**config.mk**
```make
export PLATFORM = sky130hd
export DESIGN_NAME = v_mem_access
export DESIGN_NICKNAME = d
export VERILOG_FILES = /design/src/rtl/v_mem_access_pkg.sv /design/src/rtl/v_mem_access_lane_align.sv /design/src/rtl/v_mem_access.sv
export SDC_FILE = /design/constraint.sdc
export NUM_CORES = 2
export LEC_CHECK = 0
export ABC_AREA = 1
export CORE_AREA = 2 2 512 514
export CTS_BUF_LIST = sky130_fd_sc_hd__clkbuf_8
export DETAILED_ROUTE_END_ITERATION = 7
export DIE_AREA = 0 0 514 516
export GPL_TIMING_DRIVEN = 0
export PLACE_DENSITY_LB_ADDON = 0.05
export SYNTH_ARGS = -nofsm -noshare
export SYNTH_HDL_FRONTEND = slang
export SYNTH_SLANG_ARGS = --single-unit
```
**constraint.sdc**
```tcl
create_clock -name clk_i -period 11.7 [get_ports clk_i]
set_input_delay 1.755 -clock clk_i [delete_from_list [all_inputs] [get_ports clk_i]]
set_output_delay 1.755 -clock clk_i [all_outputs]
set_load 0.05 [all_outputs]
```
**src/rtl/v_mem_access_pkg.sv**
```systemverilog
// Shared sizes, width encodings and FSM states for the vector memory-access stage.
package v_mem_access_pkg;

  localparam int VLEN   = 512;
  localparam int ELEN   = 64;
  localparam int NSLOT  = VLEN / ELEN;
  localparam int MEM_AW = 64;
  localparam int MEM_DW = 64;
  localparam int NLANE  = MEM_DW / 8;

  localparam logic [1:0] W8  = 2'd0;
  localparam logic [1:0] W16 = 2'd1;
  localparam logic [1:0] W32 = 2'd2;
  localparam logic [1:0] W64 = 2'd3;

  typedef enum logic [1:0] {
    ST_IDLE   = 2'd0,
    ST_REQ    = 2'd1,
    ST_WAIT_R = 2'd2,
    ST_DONE   = 2'd3
  } state_e;

  // Byte-offset bits that may be non-zero for a naturally aligned element of this width.
  function automatic logic [2:0] lane_keep(input logic [1:0] w);
    case (w)
      W8:      return 3'b111;
      W16:     return 3'b110;
      W32:     return 3'b100;
      default: return 3'b000;
    endcase
  endfunction

  function automatic logic [1:0] eff_width(input logic [2:0] w);
    return w[2] ? W64 : w[1:0];
  endfunction

endpackage

```
**src/rtl/v_mem_access_lane_align.sv**
```systemverilog
// Combinational byte-lane steering: load extract + zero/sign extend, store truncate + shift + byte mask.
// No state, zero latency, no flow control.
module v_mem_lane_align
  import v_mem_access_pkg::*;
(
  input  logic [1:0]        width_i,
  input  logic [2:0]        lane_i,
  input  logic              sext_i,
  input  logic [MEM_DW-1:0] rdata_i,
  input  logic [ELEN-1:0]   slot_i,
  output logic [ELEN-1:0]   ld_data_o,
  output logic [MEM_DW-1:0] st_data_o,
  output logic [NLANE-1:0]  st_mask_o
);

  logic [5:0]        sh;
  logic [MEM_DW-1:0] rsh;
  logic [MEM_DW-1:0] st_trunc;
  logic [NLANE-1:0]  mask_base;

  assign sh  = {lane_i, 3'b000};
  assign rsh = rdata_i >> sh;

  always_comb begin
    ld_data_o = '0;
    st_trunc  = '0;
    mask_base = '0;
    case (width_i)
      W8: begin
        ld_data_o = {{56{sext_i & rsh[7]}}, rsh[7:0]};
        st_trunc  = {56'b0, slot_i[7:0]};
        mask_base = 8'h01;
      end
      W16: begin
        ld_data_o = {{48{sext_i & rsh[15]}}, rsh[15:0]};
        st_trunc  = {48'b0, slot_i[15:0]};
        mask_base = 8'h03;
      end
      W32: begin
        ld_data_o = {{32{sext_i & rsh[31]}}, rsh[31:0]};
        st_trunc  = {32'b0, slot_i[31:0]};
        mask_base = 8'h0F;
      end
      default: begin
        ld_data_o = rsh;
        st_trunc  = slot_i;
        mask_base = 8'hFF;
      end
    endcase
  end

  assign st_data_o = st_trunc << sh;
  assign st_mask_o = mask_base << lane_i;

endmodule

```
**src/rtl/v_mem_access.sv**
```systemverilog
// Vector load/store sequencer: one 64-bit beat per element, one response per request, one beat outstanding.
// Optional VMEM_ALIGN_CHECK_EN aborts misaligned requests with resp_err; otherwise lanes align down silently.
module v_mem_access
  import v_mem_access_pkg::*;
(
  input  logic              clk_i,
  input  logic              rst_ni,
  input  logic              req_valid_i,
  output logic              req_ready_o,
  input  logic              req_ren_i,
  input  logic              req_wen_i,
  input  logic              req_is_vlx_i,
  input  logic              req_is_vsx_i,
  input  logic [MEM_AW-1:0] req_addr_i,
  input  logic [2:0]        req_width_i,
  input  logic [2:0]        req_len_i,
  input  logic              req_sext_i,
  input  logic [VLEN-1:0]   req_wdata_i,
  input  logic [4:0]        req_wb_addr_i,
  output logic              mem_req_valid_o,
  input  logic              mem_req_ready_i,
  output logic              mem_we_o,
  output logic [MEM_AW-1:0] mem_addr_o,
  output logic [MEM_DW-1:0] mem_wdata_o,
  output logic [NLANE-1:0]  mem_wmask_o,
  input  logic              mem_rvalid_i,
  input  logic [MEM_DW-1:0] mem_rdata_i,
  output logic              resp_valid_o,
  output logic              resp_wb_en_o,
  output logic [4:0]        resp_wb_addr_o,
  output logic [VLEN-1:0]   resp_data_o,
  output logic              resp_err_o
);

  state_e            state_q, state_d;
  logic [MEM_AW-1:0] base_q;
  logic [1:0]        width_q;
  logic [2:0]        len_q, idx_q;
  logic              sext_q, we_q;
  logic [VLEN-1:0]   wdata_q, acc_q;
  logic [4:0]        wb_addr_q;
  logic              err_w;

  logic              accept, plain, last;
  logic [1:0]        width_d;
  logic [MEM_AW-1:0] ea;
  logic [2:0]        lane;
  logic [ELEN-1:0]   slot, ld_data;
  logic [MEM_DW-1:0] st_data;
  logic [NLANE-1:0]  st_mask;

  assign accept  = (state_q == ST_IDLE) & req_valid_i & (req_ren_i | req_wen_i);
  assign plain   = ~req_is_vlx_i & ~req_is_vsx_i;
  assign width_d = plain ? W64 : eff_width(req_width_i);
  assign last    = (idx_q == len_q);
  assign ea      = base_q + (MEM_AW'(idx_q) << width_q);
  assign slot    = wdata_q[{idx_q, 6'b0} +: ELEN];

`ifdef VMEM_ALIGN_CHECK_EN
  logic err_q, align_err;
  assign align_err = |(req_addr_i[2:0] & ~lane_keep(width_d));
  assign lane      = ea[2:0];
  assign err_w     = err_q;
`else
  assign lane      = ea[2:0] & lane_keep(width_q);
  assign err_w     = 1'b0;
`endif

  v_mem_lane_align u_align (
    .width_i   (width_q),
    .lane_i    (lane),
    .sext_i    (sext_q),
    .rdata_i   (mem_rdata_i),
    .slot_i    (slot),
    .ld_data_o (ld_data),
    .st_data_o (st_data),
    .st_mask_o (st_mask)
  );

  always_ff @(posedge clk_i or negedge rst_ni) begin
    if (!rst_ni) state_q <= ST_IDLE;
    else         state_q <= state_d;
  end

  always_comb begin
    state_d = state_q;
    case (state_q)
      ST_IDLE: begin
        if (accept) begin
`ifdef VMEM_ALIGN_CHECK_EN
          state_d = align_err ? ST_DONE : ST_REQ;
`else
          state_d = ST_REQ;
`endif
        end
      end
      ST_REQ: begin
        if (mem_req_ready_i) begin
          if (we_q) state_d = last ? ST_DONE : ST_REQ;
          else      state_d = ST_WAIT_R;
        end
      end
      ST_WAIT_R: if (mem_rvalid_i) state_d = last ? ST_DONE : ST_REQ;
      default:   state_d = ST_IDLE;
    endcase
  end

  always_comb begin
    req_ready_o     = (state_q == ST_IDLE);
    mem_req_valid_o = 1'b0;
    mem_we_o        = 1'b0;
    mem_addr_o      = '0;
    mem_wdata_o     = '0;
    mem_wmask_o     = '0;
    resp_valid_o    = 1'b0;
    resp_wb_en_o    = 1'b0;
    resp_wb_addr_o  = '0;
    resp_data_o     = '0;
    resp_err_o      = 1'b0;
    if (state_q == ST_REQ) begin
      mem_req_valid_o = 1'b1;
      mem_we_o        = we_q;
      mem_addr_o      = {ea[MEM_AW-1:3], 3'b000};
      if (we_q) begin
        mem_wdata_o = st_data;
        mem_wmask_o = st_mask;
      end
    end
    if (state_q == ST_DONE) begin
      resp_valid_o   = 1'b1;
      resp_wb_en_o   = ~we_q & ~err_w;
      resp_wb_addr_o = wb_addr_q;
      resp_data_o    = (~we_q & ~err_w) ? acc_q : '0;
      resp_err_o     = err_w;
    end
  end

  // Request fields are frozen at acceptance so the decode stage may move on immediately.
  always_ff @(posedge clk_i or negedge rst_ni) begin
    if (!rst_ni) begin
      base_q    <= '0;
      width_q   <= W8;
      len_q     <= '0;
      idx_q     <= '0;
      sext_q    <= 1'b0;
      we_q      <= 1'b0;
      wdata_q   <= '0;
      acc_q     <= '0;
      wb_addr_q <= '0;
`ifdef VMEM_ALIGN_CHECK_EN
      err_q     <= 1'b0;
`endif
    end else if (accept) begin
      base_q    <= req_addr_i;
      width_q   <= width_d;
      len_q     <= plain ? 3'd7 : req_len_i;
      idx_q     <= '0;
      sext_q    <= plain ? 1'b0 : req_sext_i;
      we_q      <= req_wen_i & ~req_ren_i;
      wdata_q   <= req_wdata_i;
      acc_q     <= '0;
      wb_addr_q <= req_wb_addr_i;
`ifdef VMEM_ALIGN_CHECK_EN
      err_q     <= align_err;
`endif
    end else if (state_q == ST_REQ && mem_req_ready_i && we_q) begin
      if (!last) idx_q <= idx_q + 3'd1;
    end else if (state_q == ST_WAIT_R && mem_rvalid_i) begin
      acc_q[{idx_q, 6'b0} +: ELEN] <= ld_data;
      if (!last) idx_q <= idx_q + 3'd1;
    end
  end

endmodule
```
**Yosys cells after proc, flatten, opt, wreduce, memory -nomap -nowiden**

Cells that the tools add are included.

- Register bits: 1105
- Output and inout bits: 659
- Logic and storage cells: 86

- Add/subtract/negate cells: 3
- Eq/ne operators: 10
- Shift-type cells: 7
- Multiplexer cells: 34
- Bitwise logic cells: 13
- Reductions and logical operators: 9

Operators by type and width:

| kind | count |
|---|---|
| 512-bit 2-to-1 mux | 5 |
| 512-bit bitwise mux | 1 |
| 64-bit by 11-bit variable shift with 512-bit output, first input constant | 1 |
| 512-bit by 10-bit variable part select with 64-bit output | 1 |
| 64-bit by 11-bit variable part select with 512-bit output | 1 |
| 64-bit case mux with 3 select lines | 2 |
| 64-bit 2-to-1 mux | 3 |
| 64-bit adder | 1 |
| 3-bit by 2-bit left shift with 64-bit output | 1 |
| 64-bit by 6-bit left shift with 64-bit output | 1 |
| 64-bit by 6-bit right shift with 64-bit output | 1 |
| 8-bit case mux with 3 select lines | 1 |
| 8-bit 2-to-1 mux | 2 |
| 3-bit 2-to-1 mux | 5 |
| 2-bit 2-to-1 mux | 7 |
| 9-bit negator with 11-bit output | 1 |
| 3-bit case mux with 3 select lines | 1 |
| 8-bit by 3-bit left shift with 8-bit output | 1 |
| 1-bit bitwise AND | 7 |
| 2-bit == test, second input constant | 3 |
| 2-bit inequality test, second input constant | 3 |
| 2-bit case mux with 3 select lines | 1 |
| 1-bit 2-to-1 mux | 5 |
| 5-bit 2-to-1 mux | 1 |
| 13 further kinds | 20 |

**Logic depth before layout (Yosys ltp)**

- Depth in word-level cells: 11
- Mapped depth: 23
- Mapped depth without buffers: 17

**Modules after synthesis**

Synthesis repeated with hierarchy kept, for this count alone.

- Cells, all modules: 7982
- Area, all modules: 57259.9 µm²

Modules (own cells, without submodules):

| module | times used | cells each | area an instance (µm²) |
|---|---|---|---|
| v_mem_access | 1 | 7108 | 53153.5 |
| v_mem_lane_align | 1 | 874 | 4106.4 |

**Worst setup path before layout**

Ideal clock, no wire load.

- Path kind: reg2out
- From: register idx_q[0]
- To: output port mem_wdata_o[1]
- Arrival: 5024 ps
- Data required time: 9945 ps
- Path slack: 4921 ps
- Stages on the path, launching flop included: 20
- Path through: dfrtp_1 clkinv_1 clkbuf_1 buf_2 buf_2 buf_2 buf_1 nor2_1 ha_1 fa_1 nor2_1 nor2_1 nand2_2 clkinv_1 clkbuf_1 nor2_1 inv_2 nor2_1 inv_1 nor2_1

- Cells in the longest elaborated chain, start to end: 6
- Elaborated cells on any way between the ends: 8
- Classes of those cells: 1 x add/sub; 3 x shift; 3 x mux; 1 x bitwise

Ends and longest elaborated chain:

| what | RTL line | text |
|---|---|---|
| start: declaration | v_mem_access.sv:38 | `logic [2:0] len_q, idx_q;` |
| start signal: assignment | v_mem_access.sv:167 | `if (!last) idx_q <= idx_q + 3'd1;` |
| start signal: assignment | v_mem_access.sv:170 | `if (!last) idx_q <= idx_q + 3'd1;` |
| 3-bit by 2-bit left shift with 64-bit output | v_mem_access.sv:56 | `assign ea = base_q + (MEM_AW'(idx_q) << width_q);` |
| 64-bit adder | v_mem_access.sv:56 |  |
| 3-bit bitwise AND | v_mem_access.sv:65 | `assign lane = ea[2:0] & lane_keep(width_q);` |
| 64-bit by 6-bit left shift with 64-bit output * | v_mem_access_lane_align.sv:52 | `assign st_data_o = st_trunc << sh;` |
| 64-bit 2-to-1 mux * | v_mem_access.sv:124 | `if (we_q) begin` |
| 64-bit 2-to-1 mux * | v_mem_access.sv:120 | `if (state_q == ST_REQ) begin` |
| end: declaration | v_mem_access.sv:24 | `output logic [MEM_DW-1:0] mem_wdata_o,` |

Mark *: on every way between the ends. The rest lies on a longest branch, timed or not.

**Final worst setup path**

- From: register idx_q[0]
- To: output port mem_wdata_o[62]

The elaborated chain is that of the path after synthesis.

==> impl_metrics.ini <==
[routing]
wl_met2_um = 205000
wl_met1_um = 169000
wl_met3_um = 25800
drc = 0
dr.pass1.iters = 5
top_layer = met5
routedWlPerCell_um = 32.3
ant_nets = 0
viasPerCell = 4.83
wl_um = 417000
num_vias = 62400
detail_route.iter0.violations = 6157

[global_route]
grt_first_pass_wirelength_um = 553000
antenna_found_initial = 134
grt_pass1_vias = 62800
grt_util_all_layers = 0.306
grt_max_degree = 164
grt-ovfl-total = 0

[worst_setup_path]
ff2ff_setup_slack_ns = 3.88
rr_worst_depth = 17
reg2reg_from = idx_q[0]
endpoint_kind = output port
cp-endpoint = mem_wdata_o[62]
cp_data_required_time_ns = 9.95
cp.arrival_ns = 9.79
r2r-end = acc_q[136]
startpoint_type = flip-flop
crit_fanout = 10
cp-startpoint = idx_q[0]
crit_type = flip-flop to output port

[clock_network]
cts_setup_buffers = 0
cts_hold_buffers = 0
clockBufferDepth = 3
cts_tree = built
cts_sinks = 1105
htree_levels = 4
clock_latency_ns = 1.03
clock-root-buffer = clkbuf_8
clk_pin_slew_ns = 0.06
cts_buffers = 212

[timing]
setup_violations = 0
period_share = 0.987
setup_ws_ns = 0.153
period_minus_slack_ns = 11.55
timing.hold.ws_ns = 0.473
skew_ns = 0.0688
max_freq_ghz = 0.0866
finalSetupTns_ns = 0
rsz0062_at_grt = false
timing.final.hold_violations = 0
relSlewSlack = -0.121
slew_violations = 17
tightest_slew_ns = 1.66

[outcome]
failed_checks = capacitance limit, slew limit
status = finished, violations left

[die]
die_x_um = 514
coreArea_um2 = 259000
start_util = 0.218
die_y_um = 516
rows = 187
io_pins = 1320
dieArea_um2 = 265000

[place]
placed_area_um2 = 74200
dp_hpwl_um = 338000
pre_cts_ws_ns = 0.591
port_buffers = 1315
place_congestion = 0.933

[final_layout]
area_delta_synth_final_pct = 39.3
stdcell_area_um2 = 78700
layout_common_cells = nand2_1 (3038), clkdlybuf4s50_1 (1314), dfrtp_1 (1105)
mostFrequentLayoutCell = nand2_1
final_net_count = 9974
nFillCells = 28700
drive_gt1_frac = 0.0566

[run]
max_cap_violations = 4

[yosys]
yosys_warnings = 0
ys_seq_elements = 1105
syn_area_per_cell_um2 = 7.28
ys.flop_type = dfrtp_1
async_flop_share = 1.00
synthCells = 7761
yosysSeqAreaShare = 0.489
syn_area_um2 = 56500
synthDistinctLibCells = 58
synth_edf_count = 0

[power]
power.density_nw_per_um2 = 262
power.total_w = 0.0207
ir_worst_vdd_mv = 0.153
p_leak_nw = 35.0

[min_path]
min_path_type = flip-flop to flip-flop
-- metrics by stage --
| step | utilization | cells |
|---|---|---|
| 2_1_floorplan | - | 7764 |
| 3_3_place_gp | 0.285 | 12500 |
| 3_5_place_dp | 0.286 | 12500 |
| 4_1_cts | 0.303 | 12900 |
| 5_1_grt | 0.303 | 12900 |
| 6_report | 0.304 | 12900 |
-- synthesized netlist by cell type, types with 3 or more instances --
cell | n | area, um^2
buf_6 | 5 | 56.3
buf_1 | 77 | 289
inv_1 | 353 | 1330
inv_2 | 9 | 33.8
dfrtp_1 | 1105 | 27700
a21oi_1 | 77 | 385
nand2_1 | 3038 | 11400
nor2_2 | 23 | 144
nand3_4 | 22 | 385
nand2_2 | 3 | 18.8
clkbuf_1 | 376 | 1410
nand4_1 | 101 | 632
or2_2 | 8 | 50.1
xor2_1 | 34 | 298
a32o_1 | 4 | 40.0
ha_1 | 12 | 150
a22oi_1 | 4 | 30.0
clkinv_1 | 11 | 41.3
nand3_1 | 444 | 2220
nand3b_1 | 4 | 30.0
nand3_2 | 5 | 50.1
o21bai_1 | 4 | 30.0
nor2_4 | 32 | 360
a31oi_1 | 5 | 31.3
mux2i_1 | 3 | 30.0
buf_2 | 88 | 440
buf_4 | 6 | 45.0
o211ai_1 | 19 | 143
o22ai_1 | 114 | 713
o2111ai_1 | 3 | 26.3
o21ai_1 | 21 | 105
o21ai_0 | 626 | 3130
a211oi_1 | 3 | 22.5
a311oi_1 | 8 | 70.1
o31ai_1 | 3 | 22.5
nor3_1 | 38 | 190
xnor2_1 | 16 | 140
nor4_1 | 10 | 62.6
o221ai_1 | 40 | 350
nor2_1 | 984 | 3690
-- worst min-delay path by stage --
stage	from	to	cells after the start
6_report	wdata_q[408]	wdata_q[408]	2
5_1_grt	wdata_q[381]	wdata_q[381]	2
4_1_cts	wdata_q[434]	wdata_q[434]	2
3_5_place_dp	wdata_q[151]	wdata_q[151]	2
3_3_place_gp	wdata_q[441]	wdata_q[441]	2
2_1_floorplan	wdata_q[10]	wdata_q[10]	2
-- layout make-up --
cell class	count	area (um^2)	share of cell area
diodes	54	135	0.00172
plain buffers	552	2300	0.0292
clock buffers	267	3670	0.0467
clock inverters	112	692	0.00879
inverters	373	1400	0.0178
multi-input cells	5732	25200	0.320
flip-flops and latches	1105	27700	0.351
well taps	3402	4260	0.0541
repair buffers	1324	13400	0.171
-- flip-flops by register name, summed over array words and instances (netlist names), 2 cells and up --
signal,flops
acc_q,512
base_q,64
idx_q,3
len_q,3
state_q,2
wb_addr_q,5
wdata_q,512
width_q,2
-- power breakdown --
part | switching (W) | total [W] | internal (W)
logic | 0.00856 | 0.0110 | 0.00246
registers | 0.000724 | 0.00555 | 0.00482
clock network | 0.00194 | 0.00409 | 0.00215
-- layer usage --
metal	vias to the layer above	global-route usage
met1	31000	0.375
met3	618	0.0529
met5	-	0
met4	28	0.125
met2	2830	0.529
li1	27900	-
-- cell families (layout without fill, tap and decap cells) --
family,after synthesis,in the layout,share of synthesized area
AND/OR/NAND/NOR,4720,4720,0.342
other,1,58,0.0000664
flip-flops,1105,1105,0.489
AO/OA/AOI/OAI,942,942,0.0921
multiplexers,3,3,0.000532
XOR/XNOR,50,50,0.00775
adder cells (fa/ha/maj),13,13,0.00301
buffers and inverters,927,2628,0.0652
-- timing repair --
item,4_1_cts,5_1_grt
resized for setup,0,3
pin swaps,0,0
endpoints found under the hold margin,0,0
endpoints found under the setup margin,33,6
-- worst max-delay path, stage by stage, from the launching register on --
cell             delay [ns]
dfrtp_1                0.67
buf_2                  0.49
clkbuf_1               0.72
buf_2                  0.64
buf_2                  0.64
buf_1                  0.71
nand3_1                0.13
o21ai_0                0.14
ha_1                   0.38
nand2_1                0.11
inv_1                  0.04
nor2_1                 0.17
nand2_2                0.13
clkbuf_1               0.30
nor2_2                 0.57
clkinv_1               0.66
clkbuf_1               0.59
o21ai_0                0.68
clkdlybuf4s50_1        0.94
Power figures use the tool's default switching activity.
